==> config.mk <==
export PLATFORM = sky130hd
export DESIGN_NAME = seven_segment_scanner_flat
export DESIGN_NICKNAME = d
export VERILOG_FILES = /design/src/rtl/seven_segment_scanner_if.sv /design/src/rtl/seven_segment_scanner.sv /design/src/flat_wrapper.sv
export SDC_FILE = /design/constraint.sdc
export NUM_CORES = 1
export LEC_CHECK = 0
export CAP_MARGIN = 20
export CORE_MARGIN = 2
export CORE_UTILIZATION = 50
export DETAILED_ROUTE_END_ITERATION = 10
export PLACE_DENSITY = 0.73
export SLEW_MARGIN = 40
export SYNTH_ARGS = -nofsm -noshare
export SYNTH_HDL_FRONTEND = slang
export SYNTH_SLANG_ARGS = --single-unit
==> constraint.sdc <==
create_clock -name clk -period 3.2 [get_ports clk]
set_input_delay 0.32 -clock clk [delete_from_list [all_inputs] [get_ports clk]]
set_output_delay 0.32 -clock clk [all_outputs]
set_load 0.03 [all_outputs]
==> src/rtl/seven_segment_scanner_if.sv <==
// Host-side load bus and board-side display pins of the seven-segment scanner.
// The master drives value/decimal points; the slave (scanner) drives the pins.
interface seven_segment_scanner_if #(
   parameter int DIGITS = 4
);
   logic                  i_load;
   logic [4*DIGITS-1:0]   i_data;
   logic [DIGITS-1:0]     i_dp;
   logic                  i_blank_lz;
   logic [6:0]            o_seg;
   logic                  o_dp;
   logic [DIGITS-1:0]     o_digit;
   logic                  o_frame;
   logic                  o_pending;

   modport master (
      output i_load, i_data, i_dp, i_blank_lz,
      input  o_seg, o_dp, o_digit, o_frame, o_pending
   );

   modport slave (
      input  i_load, i_data, i_dp, i_blank_lz,
      output o_seg, o_dp, o_digit, o_frame, o_pending
   );
endinterface

==> src/rtl/seven_segment_scanner.sv <==
// Multiplexed N-digit hex seven-segment driver with frame-synchronous loading,
// optional leading-zero blanking and a one-cycle ghost guard per digit slot.
module seven_segment_scanner #(
   parameter int DIGITS         = 4,
   parameter int PRESCALE       = 1024,
   parameter int ACTIVE_LOW_SEG = 0,
   parameter int ACTIVE_LOW_DIG = 0
) (
   input  logic                     clk,
   input  logic                     rst_x,
   seven_segment_scanner_if.slave   bus
);
   localparam int                PW      = $clog2(PRESCALE);
   localparam int                IW      = (DIGITS > 1) ? $clog2(DIGITS) : 1;
   localparam logic [PW-1:0]     PS_MAX  = PW'(PRESCALE - 1);
   localparam logic [IW-1:0]     IDX_MAX = IW'(DIGITS - 1);
   localparam logic [6:0]        SEG_OFF = (ACTIVE_LOW_SEG != 0) ? 7'h7F : 7'h00;
   localparam logic              DP_OFF  = (ACTIVE_LOW_SEG != 0);
   localparam logic [DIGITS-1:0] DIG_OFF = (ACTIVE_LOW_DIG != 0) ? '1 : '0;

   logic [PW-1:0]         r_presc;
   logic [IW-1:0]         r_idx;
   logic [4*DIGITS-1:0]   r_sh_data, r_act_data;
   logic [DIGITS-1:0]     r_sh_dp, r_act_dp;
   logic                  r_pending;
   logic                  r_run;
   logic [6:0]            r_seg;
   logic                  r_dp;
   logic [DIGITS-1:0]     r_digit;
   logic                  r_frame;

   logic                  w_slot_end, w_boundary;
   logic [3:0]            w_nib;
   logic [DIGITS-1:0]     w_lz;
   logic [6:0]            w_seg;
   logic [DIGITS-1:0]     w_dig;

   function automatic logic [6:0] hex2seg(input logic [3:0] h);
      case (h)
         4'h0: return 7'h3F;  4'h1: return 7'h06;  4'h2: return 7'h5B;  4'h3: return 7'h4F;
         4'h4: return 7'h66;  4'h5: return 7'h6D;  4'h6: return 7'h7D;  4'h7: return 7'h07;
         4'h8: return 7'h7F;  4'h9: return 7'h6F;  4'hA: return 7'h77;  4'hB: return 7'h7C;
         4'hC: return 7'h39;  4'hD: return 7'h5E;  4'hE: return 7'h79;  4'hF: return 7'h71;
         default: return 7'h00;
      endcase
   endfunction

   assign w_slot_end = (r_presc == PS_MAX);
   assign w_boundary = w_slot_end && (r_idx == IDX_MAX);
   assign w_nib      = r_act_data[4*r_idx +: 4];

   // w_lz[n] is set when nibble n and every nibble above it are zero
   always_comb begin
      logic z;
      z    = 1'b1;
      w_lz = '0;
      for (int n = DIGITS - 1; n >= 0; n--) begin
         z       = z && (r_act_data[4*n +: 4] == 4'h0);
         w_lz[n] = z;
      end
   end

   always_comb begin
      w_seg = hex2seg(w_nib);
      if (bus.i_blank_lz && (r_idx != '0) && w_lz[r_idx])
         w_seg = 7'h00;
      w_dig = (r_presc == '0) ? '0 : (DIGITS'(1) << r_idx);
   end

   always_ff @(posedge clk or negedge rst_x) begin
      if (!rst_x) begin
         r_presc <= '0;
         r_idx   <= '0;
      end else begin
         r_presc <= w_slot_end ? '0 : r_presc + 1'b1;
         if (w_slot_end)
            r_idx <= (r_idx == IDX_MAX) ? '0 : r_idx + 1'b1;
      end
   end

   // A load on the boundary cycle bypasses the shadow so it lands in the new frame
   always_ff @(posedge clk or negedge rst_x) begin
      if (!rst_x) begin
         r_sh_data  <= '0;
         r_sh_dp    <= '0;
         r_act_data <= '0;
         r_act_dp   <= '0;
         r_pending  <= 1'b0;
      end else begin
         if (bus.i_load) begin
            r_sh_data <= bus.i_data;
            r_sh_dp   <= bus.i_dp;
         end
         if (w_boundary && (r_pending || bus.i_load)) begin
            r_act_data <= bus.i_load ? bus.i_data : r_sh_data;
            r_act_dp   <= bus.i_load ? bus.i_dp   : r_sh_dp;
            r_pending  <= 1'b0;
         end else if (bus.i_load) begin
            r_pending  <= 1'b1;
         end
      end
   end

   // r_run suppresses the frame pulse for the slot that starts right after reset
   always_ff @(posedge clk or negedge rst_x) begin
      if (!rst_x) begin
         r_seg   <= SEG_OFF;
         r_dp    <= DP_OFF;
         r_digit <= DIG_OFF;
         r_frame <= 1'b0;
         r_run   <= 1'b0;
      end else begin
         r_seg   <= w_seg ^ SEG_OFF;
         r_dp    <= r_act_dp[r_idx] ^ DP_OFF;
         r_digit <= w_dig ^ DIG_OFF;
         r_frame <= r_run && (r_presc == '0) && (r_idx == '0);
         r_run   <= 1'b1;
      end
   end

   assign bus.o_seg     = r_seg;
   assign bus.o_dp      = r_dp;
   assign bus.o_digit   = r_digit;
   assign bus.o_frame   = r_frame;
   assign bus.o_pending = r_pending;
endmodule
==> src/flat_wrapper.sv <==
// flat-port wrapper written by rule: the top's interface ports become plain ports
module seven_segment_scanner_flat 
#(
   parameter int DIGITS         = 4,
   parameter int PRESCALE       = 1024,
   parameter int ACTIVE_LOW_SEG = 0,
   parameter int ACTIVE_LOW_DIG = 0
)
  (clk, rst_x, bus_i_load, bus_i_data, bus_i_dp, bus_i_blank_lz, bus_o_seg, bus_o_dp, bus_o_digit, bus_o_frame, bus_o_pending);
  seven_segment_scanner_if #(.DIGITS(DIGITS)) bus_i ();
  input  logic clk;
  input  logic rst_x;
  input wire logic [$bits(bus_i.i_load)-1:0] bus_i_load;
  input wire logic [$bits(bus_i.i_data)-1:0] bus_i_data;
  input wire logic [$bits(bus_i.i_dp)-1:0] bus_i_dp;
  input wire logic [$bits(bus_i.i_blank_lz)-1:0] bus_i_blank_lz;
  output wire logic [$bits(bus_i.o_seg)-1:0] bus_o_seg;
  output wire logic [$bits(bus_i.o_dp)-1:0] bus_o_dp;
  output wire logic [$bits(bus_i.o_digit)-1:0] bus_o_digit;
  output wire logic [$bits(bus_i.o_frame)-1:0] bus_o_frame;
  output wire logic [$bits(bus_i.o_pending)-1:0] bus_o_pending;
  assign bus_i.i_load = bus_i_load;
  assign bus_i.i_data = bus_i_data;
  assign bus_i.i_dp = bus_i_dp;
  assign bus_i.i_blank_lz = bus_i_blank_lz;
  assign bus_o_seg = bus_i.o_seg;
  assign bus_o_dp = bus_i.o_dp;
  assign bus_o_digit = bus_i.o_digit;
  assign bus_o_frame = bus_i.o_frame;
  assign bus_o_pending = bus_i.o_pending;
  seven_segment_scanner #(.DIGITS(DIGITS), .PRESCALE(PRESCALE), .ACTIVE_LOW_SEG(ACTIVE_LOW_SEG), .ACTIVE_LOW_DIG(ACTIVE_LOW_DIG)) u_core (.clk(clk), .rst_x(rst_x), .bus(bus_i));
endmodule
==> impl_metrics.py, run 1 <==
metrics = {
    "status": {
        "status": "finished, final reports clean",
    },
    "place": {
        "gp_congestion": 0.888,
        "post-place-ws_ns": 0.978,
        "numPortBuffers": 37,
        "place_hpwl_um": 3670,
        "placed_cell_area_sq_mm": 0.00348,
    },
    "power_and_ir_drop": {
        "swShare": 0.207,
        "static-leakage-power_nw": 1.64,
        "power_frac_seq": 0.545,
        "ir_drop_uv": 257,
        "clkPwrFrac": 0.400,
        "pwr_density_cell_mw_per_mm2": 440,
        "p_sw_mw": 0.333,
        "internal_power_mw": 1.28,
        "power_frac_comb": 0.055,
    },
    "cells_and_area": {
        "utilization": 0.619,
        "regArea_sq_mm": 0.00168,
        "antenna_cells": 0,
        "num-fill-cells": 496,
        "fin_area_sq_mm": 0.00366,
        "area_delta_synth_final_pct": 20.3,
        "drive_gt1_frac": 0.225,
        "multi_input_area_sq_mm": 0.00127,
        "nets": 308,
    },
    "detailed_routing": {
        "drc": 0,
        "drt-wirelength-per-cell_um": 14.5,
        "viasPerCell": 5.23,
        "vias": 1836,
        "antenna_left": 0,
        "drt_iter0_markers": 49,
        "wl_um": 5070,
        "dr.pass1.iters": 4,
    },
    "timing": {
        "skew_ns": 0.00256,
        "grt_setup_unrepaired": "no",
        "relSlewSlack": 0.641,
        "finalHoldViolCount": 0,
        "worst_slew_pin_slew_ns": 0.538,
        "worst_slack_ns": 0.980,
        "setup_viol": 0,
        "maxSlewViolCount": 0,
        "setup_tns_ns": 0,
        "hold_ws_ns": 0.445,
        "post-route-period-util": 0.694,
        "fmax_mhz": 450,
        "post-route-min-period_ns": 2.22,
    },
    "floorplan": {
        "rows": 28,
        "core_sq_mm": 0.00592,
        "chipHeight_um": 82.0,
        "start_util": 0.514,
        "pin_count": 38,
        "die-area_sq_mm": 0.00673,
        "die_w_um": 82.0,
    },
    "clock_tree": {
        "numCtsBuffers": 9,
        "cts.clk_slew.worst_paths_ns": 0.06,
        "post_cts_buffers": 0,
        "clock_path_buffers": 2,
        "cts_sinks": 67,
        "clk_latency_ns": 0.33,
        "cts_hold_buf": 1,
        "cts_tree": "yes",
        "ctsRootBufferMaster": "clkbuf_8",
        "htreeDepth": 3,
        "cts_resized": 0,
    },
    "worst_setup_path": {
        "r2r_end": "u_core.bus.o_seg[3]$_DFF_PN0_",
        "crit_required_ns": 3.39,
        "arrival_ns": 2.41,
        "max_stage_delay_ns": 0.69,
        "worstSetupStartpoint": "u_core.r_idx[0]$_DFFE_PN0N_",
        "reg2reg_depth": 6,
        "cp_max_fo": 9,
        "r2r_slack_ns": 0.98,
        "worstPathCellList": "mux4_1 > inv_1 > ha_1 > or2b_1 > o211ai_1 > a21oi_1",
        "start_kind": "flip-flop",
        "worst-path-buf-inv": 1,
        "slowest_stage": "mux4_1",
        "timing.rr.start": "u_core.r_idx[0]$_DFFE_PN0N_",
        "end_kind": "flip-flop",
        "crit_family": "multiplexers",
        "crit_type": "reg -> reg",
    },
    "yosys": {
        "synth_compound_area_frac": 0.0415,
        "synth_fa_ha_area_frac": 0.0493,
        "yosysWarningCount": 0,
        "synth_top_family_by_area": "multiplexers",
        "yosysSeqAreaShare": 0.551,
        "syn_area_sq_mm": 0.00305,
        "synth-simple-area-share": 0.0908,
        "synth.net_count": 263,
        "synth.ff_latch_count": 67,
        "synth-xor-area-share": 0.0316,
        "synthCells": 227,
        "synthMuxAreaShare": 0.203,
        "yosysUniqueCellTypes": 41,
        "syn_area_per_cell_sq_um": 13.4,
    },
    "grt": {
        "grt_pass1_vias": 1946,
        "grt_remaining_overflow": 0,
        "track_usage": 0.181,
        "grt_pass1_wl_um": 9000,
        "antenna_found_initial": 0,
        "grt_start_max_net_pins": 29,
    },
    "job": {
        "drv_cap": 0,
    },
    "min_path": {
        "min_path_type": "in -> async",
    },
}
[synthesized netlist by cell type, drive strengths merged]
master | count | area, sq um
or2b | 1 | 7.51
mux4 | 6 | 146
nand3 | 5 | 25.0
nor3 | 3 | 15.0
dfrtp | 67 | 1680
xnor2 | 8 | 70.1
a21oi | 3 | 15.0
xor2 | 3 | 26.3
nor4 | 4 | 25.0
conb | 1 | 3.75
a211oi | 3 | 27.5
nor4b | 1 | 8.76
o21bai | 1 | 7.51
nor2b | 1 | 6.26
and2 | 5 | 33.8
nor2 | 17 | 63.8
ha | 12 | 150
and3b | 1 | 8.76
a22o | 1 | 8.76
nor3b | 3 | 22.5
clkbuf | 3 | 11.3
mux2 | 40 | 450
buf | 6 | 53.8
nand4b | 1 | 8.76
mux2i | 2 | 20.0
o211ai | 1 | 7.51
nand2 | 9 | 36.3
nand2b | 1 | 8.76
o21ai | 6 | 30.0
a221oi | 2 | 30.0
inv | 9 | 33.8
nand4 | 1 | 6.26
[layout by cell type (no fill, tap or decap), types with 3 or more instances in the layout]
cell and n:
dfrtp_1 67, clkdlybuf4s50_1 36, mux2_2 34, nor2_1 17, ha_1 12, clkbuf_8 9
inv_1 8, nand2_1 8, xnor2_1 8, mux2_1 6, nand3_1 5, buf_4 5
nor4_1 4, and2_1 4, o21ai_0 4, nor3_1 3, mux4_1 3, mux4_2 3
a21oi_1 3, nor3b_1 3, xor2_1 3, clkbuf_1 3
[power by group through the flow]
| stage | logic, mW | clock network (mW) | registers (mW) |
|---|---|---|---|
| 6_report | 0.0878 | 0.644 | 0.878 |
| 5_1_grt | 0.0985 | 0.707 | 0.880 |
| 4_1_cts | 0.0909 | 0.665 | 0.878 |
| 3_5_place_dp | 0.0895 | 0 | 0.894 |
| 3_3_place_gp | 0.0876 | 0 | 0.893 |
| 2_1_floorplan | 0.0353 | 0 | 0.892 |
[kinds of logic after synthesis]
| kind of cell | Yosys count |
|---|---|
| mux | 48 |
| xor+xnor | 11 |
| other cells | 1 |
| flops | 67 |
| compound gates | 17 |
| simple gates | 53 |
| buf+inv | 18 |
| fa+ha+maj | 12 |
[per-stage QoR]
stage / total power, mW / std cells
finish: 1.61 / 351
floorplan: 0.928 / 227
global route: 1.69 / 351
CTS: 1.63 / 351
detailed placement: 0.984 / 335
global placement: 0.981 / 335
[metal layers]
metal  vias up  share of wire  GRT usage
met2        33           0.50      0.293
met4         0          0.014     0.0800
met3         8          0.036     0.0484
met5         -              0          0
met1       913           0.45      0.229
li1        882              -          -
[state kept, by name, summed over array words and instances, names as in the netlist]
register              flops
u_core.bus.o_seg          7
u_core.r_sh_dp            4
u_core.bus.o_frame        1
u_core.bus.o_dp           1
u_core.bus.o_digit        4
u_core.r_run              1
u_core.r_sh_data         16
u_core.r_idx              2
u_core.r_presc           10
u_core.r_act_data        16
u_core.bus.o_pending      1
u_core.r_act_dp           4
[cell type report]
cell class              count  area share
inverters                   9     0.00922
flip-flops and latches     67       0.458
multi-input cells         142       0.347
repair buffers             43       0.113
clock buffers              12      0.0369
well taps                  75      0.0256
clock inverters             3      0.0109
[worst max path at each step]
stage,cells past startpoint,to
2_1_floorplan,7,u_core.bus.o_seg[3]$_DFF_PN0_
3_3_place_gp,6,u_core.bus.o_seg[3]$_DFF_PN0_
3_5_place_dp,6,u_core.bus.o_seg[3]$_DFF_PN0_
4_1_cts,6,u_core.bus.o_seg[3]$_DFF_PN0_
5_1_grt,6,u_core.bus.o_seg[3]$_DFF_PN0_
6_report,6,u_core.bus.o_seg[3]$_DFF_PN0_
Power figures use the tool's default switching activity.
==> run 2, diff against run 1 <==
Clock period 3.2 ns to 2.3 ns, I/O delays scaled along.
==> impl_metrics.py, run 2 (synthesis gave the netlist of run 1 again) <==
metrics = {
    "status": {
        "status": "finished, final reports clean",
    },
    "floorplan": {
        "rows": 28,
        "pin_count": 38,
        "die-area_sq_mm": 0.00673,
        "core_sq_mm": 0.00592,
        "die_w_um": 82.0,
        "chipHeight_um": 82.0,
        "start_util": 0.514,
    },
    "detailed_routing": {
        "wl_um": 5220,
        "drc": 0,
        "dr.pass1.iters": 4,
        "vias": 1868,
        "antenna_left": 0,
        "drt-wirelength-per-cell_um": 14.8,
        "viasPerCell": 5.31,
        "drt_iter0_markers": 56,
    },
    "timing": {
        "post-route-period-util": 0.899,
        "setup_viol": 0,
        "maxSlewViolCount": 0,
        "fmax_mhz": 483,
        "grt_setup_unrepaired": "no",
        "worst_slew_pin_slew_ns": 0.621,
        "hold_ws_ns": 0.399,
        "worst_slack_ns": 0.231,
        "skew_ns": 0.00457,
        "setup_tns_ns": 0,
        "finalHoldViolCount": 0,
        "relSlewSlack": 0.585,
        "post-route-min-period_ns": 2.07,
    },
    "worst_setup_path": {
        "start_kind": "flip-flop",
        "crit_family": "multiplexers",
        "worstPathCellList": "mux4_1 > inv_1 > ha_1 > or2b_1 > o211ai_1 > a21oi_1",
        "end_kind": "flip-flop",
        "max_stage_delay_ns": 0.67,
        "crit_required_ns": 2.49,
        "crit_type": "reg -> reg",
        "worst-path-buf-inv": 1,
        "slowest_stage": "mux4_1",
        "cp_max_fo": 5,
        "arrival_ns": 2.26,
    },
    "power_and_ir_drop": {
        "ir_drop_uv": 393,
        "swShare": 0.200,
        "static-leakage-power_nw": 1.68,
        "power_frac_comb": 0.051,
        "clkPwrFrac": 0.447,
        "power_frac_seq": 0.502,
        "p_sw_mw": 0.487,
        "internal_power_mw": 1.95,
        "pwr_density_cell_mw_per_mm2": 652,
    },
    "cells_and_area": {
        "utilization": 0.631,
        "drive_gt1_frac": 0.238,
        "fin_area_sq_mm": 0.00374,
        "nets": 308,
        "antenna_cells": 0,
        "area_delta_synth_final_pct": 22.8,
        "final_common_cell": "dfrtp_1",
        "num-fill-cells": 482,
        "reg.largest.list": "u_core.r_act_data: 16 flops, u_core.r_sh_data: 16 flops, u_core.r_presc: 10 flops",
        "final_cell_mix": "dfrtp_1 (67), clkdlybuf4s50_1 (36), mux2_2 (34)",
    },
    "clock_tree": {
        "numCtsBuffers": 9,
        "htreeDepth": 3,
        "clock_path_buffers": 2,
        "ctsRootBufferMaster": "clkbuf_8",
        "cts.clk_slew.worst_paths_ns": 0.07,
        "post_cts_buffers": 0,
        "cts_sinks": 67,
        "cts_tree": "yes",
        "clk_latency_ns": 0.34,
    },
    "grt": {
        "antenna_found_initial": 0,
        "grt_start_max_net_pins": 47,
        "grt_pass1_wl_um": 9130,
        "grt_remaining_overflow": 0,
        "grt_pass1_vias": 1948,
        "track_usage": 0.186,
    },
    "job": {
        "drv_cap": 0,
    },
    "place": {
        "place_hpwl_um": 3680,
        "post-place-ws_ns": 0.261,
        "numPortBuffers": 37,
        "placed_cell_area_sq_mm": 0.00350,
        "gp_congestion": 0.943,
    },
    "min_path": {
        "min_path_type": "in -> async",
    },
}
[run 2: final cells by class]
cell class,count,area [sq um],area share
repair buffers,43,438,0.117
inverters,9,33.8,0.00904
clock buffers,11,151,0.0405
multi-input cells,142,1270,0.340
clock inverters,5,75.1,0.0201
flip-flops and latches,67,1680,0.448
well taps,75,93.8,0.0251
[run 2: worst reg2reg max path, stage by stage, from the launching register on]
cell	delay, ns
dfrtp_1	0.39
mux4_1	0.67
inv_1	0.18
ha_1	0.26
or2b_1	0.23
o211ai_1	0.11
a21oi_1	0.10
[run 2: what timing repair did]
action / CTS / global route
hold endpoints to repair: 21 / 0
resized for setup: 0 / 0
hold buffers: 1 / 0
[run 2: worst paths after layout]
check                                               startpoint                        endpoint  slack, ns  depth (start not counted)
worst max-delay path               u_core.r_idx[0]$_DFFE_PN0N_   u_core.bus.o_seg[3]$_DFF_PN0_       0.23                          6
worst min-delay path                                     rst_x   u_core.r_sh_data[4]$_DFF_PN0_       0.40                          2
worst max register to register     u_core.r_idx[0]$_DFFE_PN0N_   u_core.bus.o_seg[3]$_DFF_PN0_       0.23                          6
worst min register to register  u_core.r_act_dp[1]$_DFFE_PN0P_  u_core.r_act_dp[1]$_DFFE_PN0P_       0.49                          1
max in group asynchronous                                rst_x     u_core.r_presc[0]$_DFF_PN0_       1.29                          3
min in group clk                u_core.r_act_dp[1]$_DFFE_PN0P_  u_core.r_act_dp[1]$_DFFE_PN0P_       0.49                          1
[run 2: metal layers]
layer	wire length [um]	vias to the layer above	GRT usage	share of wire
met3	212	8	0.0341	0.041
met1	2320	942	0.227	0.44
li1	-	882	-	-
met4	117	0	0.127	0.022
met5	0	-	0	0
met2	2570	36	0.298	0.49
[run 2: stage by stage]
step / power, mW / instances
floorplan: 1.29 / 227
global placement: 1.37 / 335
detailed placement: 1.37 / 335
CTS: 2.47 / 352
global route: 2.53 / 352
finish: 2.44 / 352
[run 2: power groups by stage]
stage	Sequential, mW	Combinational, mW	Clock (mW)
floorplan	1.24	0.0491	0
global placement	1.24	0.124	0
detailed placement	1.25	0.126	0
CTS	1.22	0.128	1.12
global route	1.23	0.138	1.17
finish	1.22	0.124	1.09
==> run 3, diff against run 2 <==
Settings changed: CTS_CLUSTER_DIAMETER set to 30.
==> results of run 3 <==
No change in the layout: final DEF, timing and power equal those of run 2.
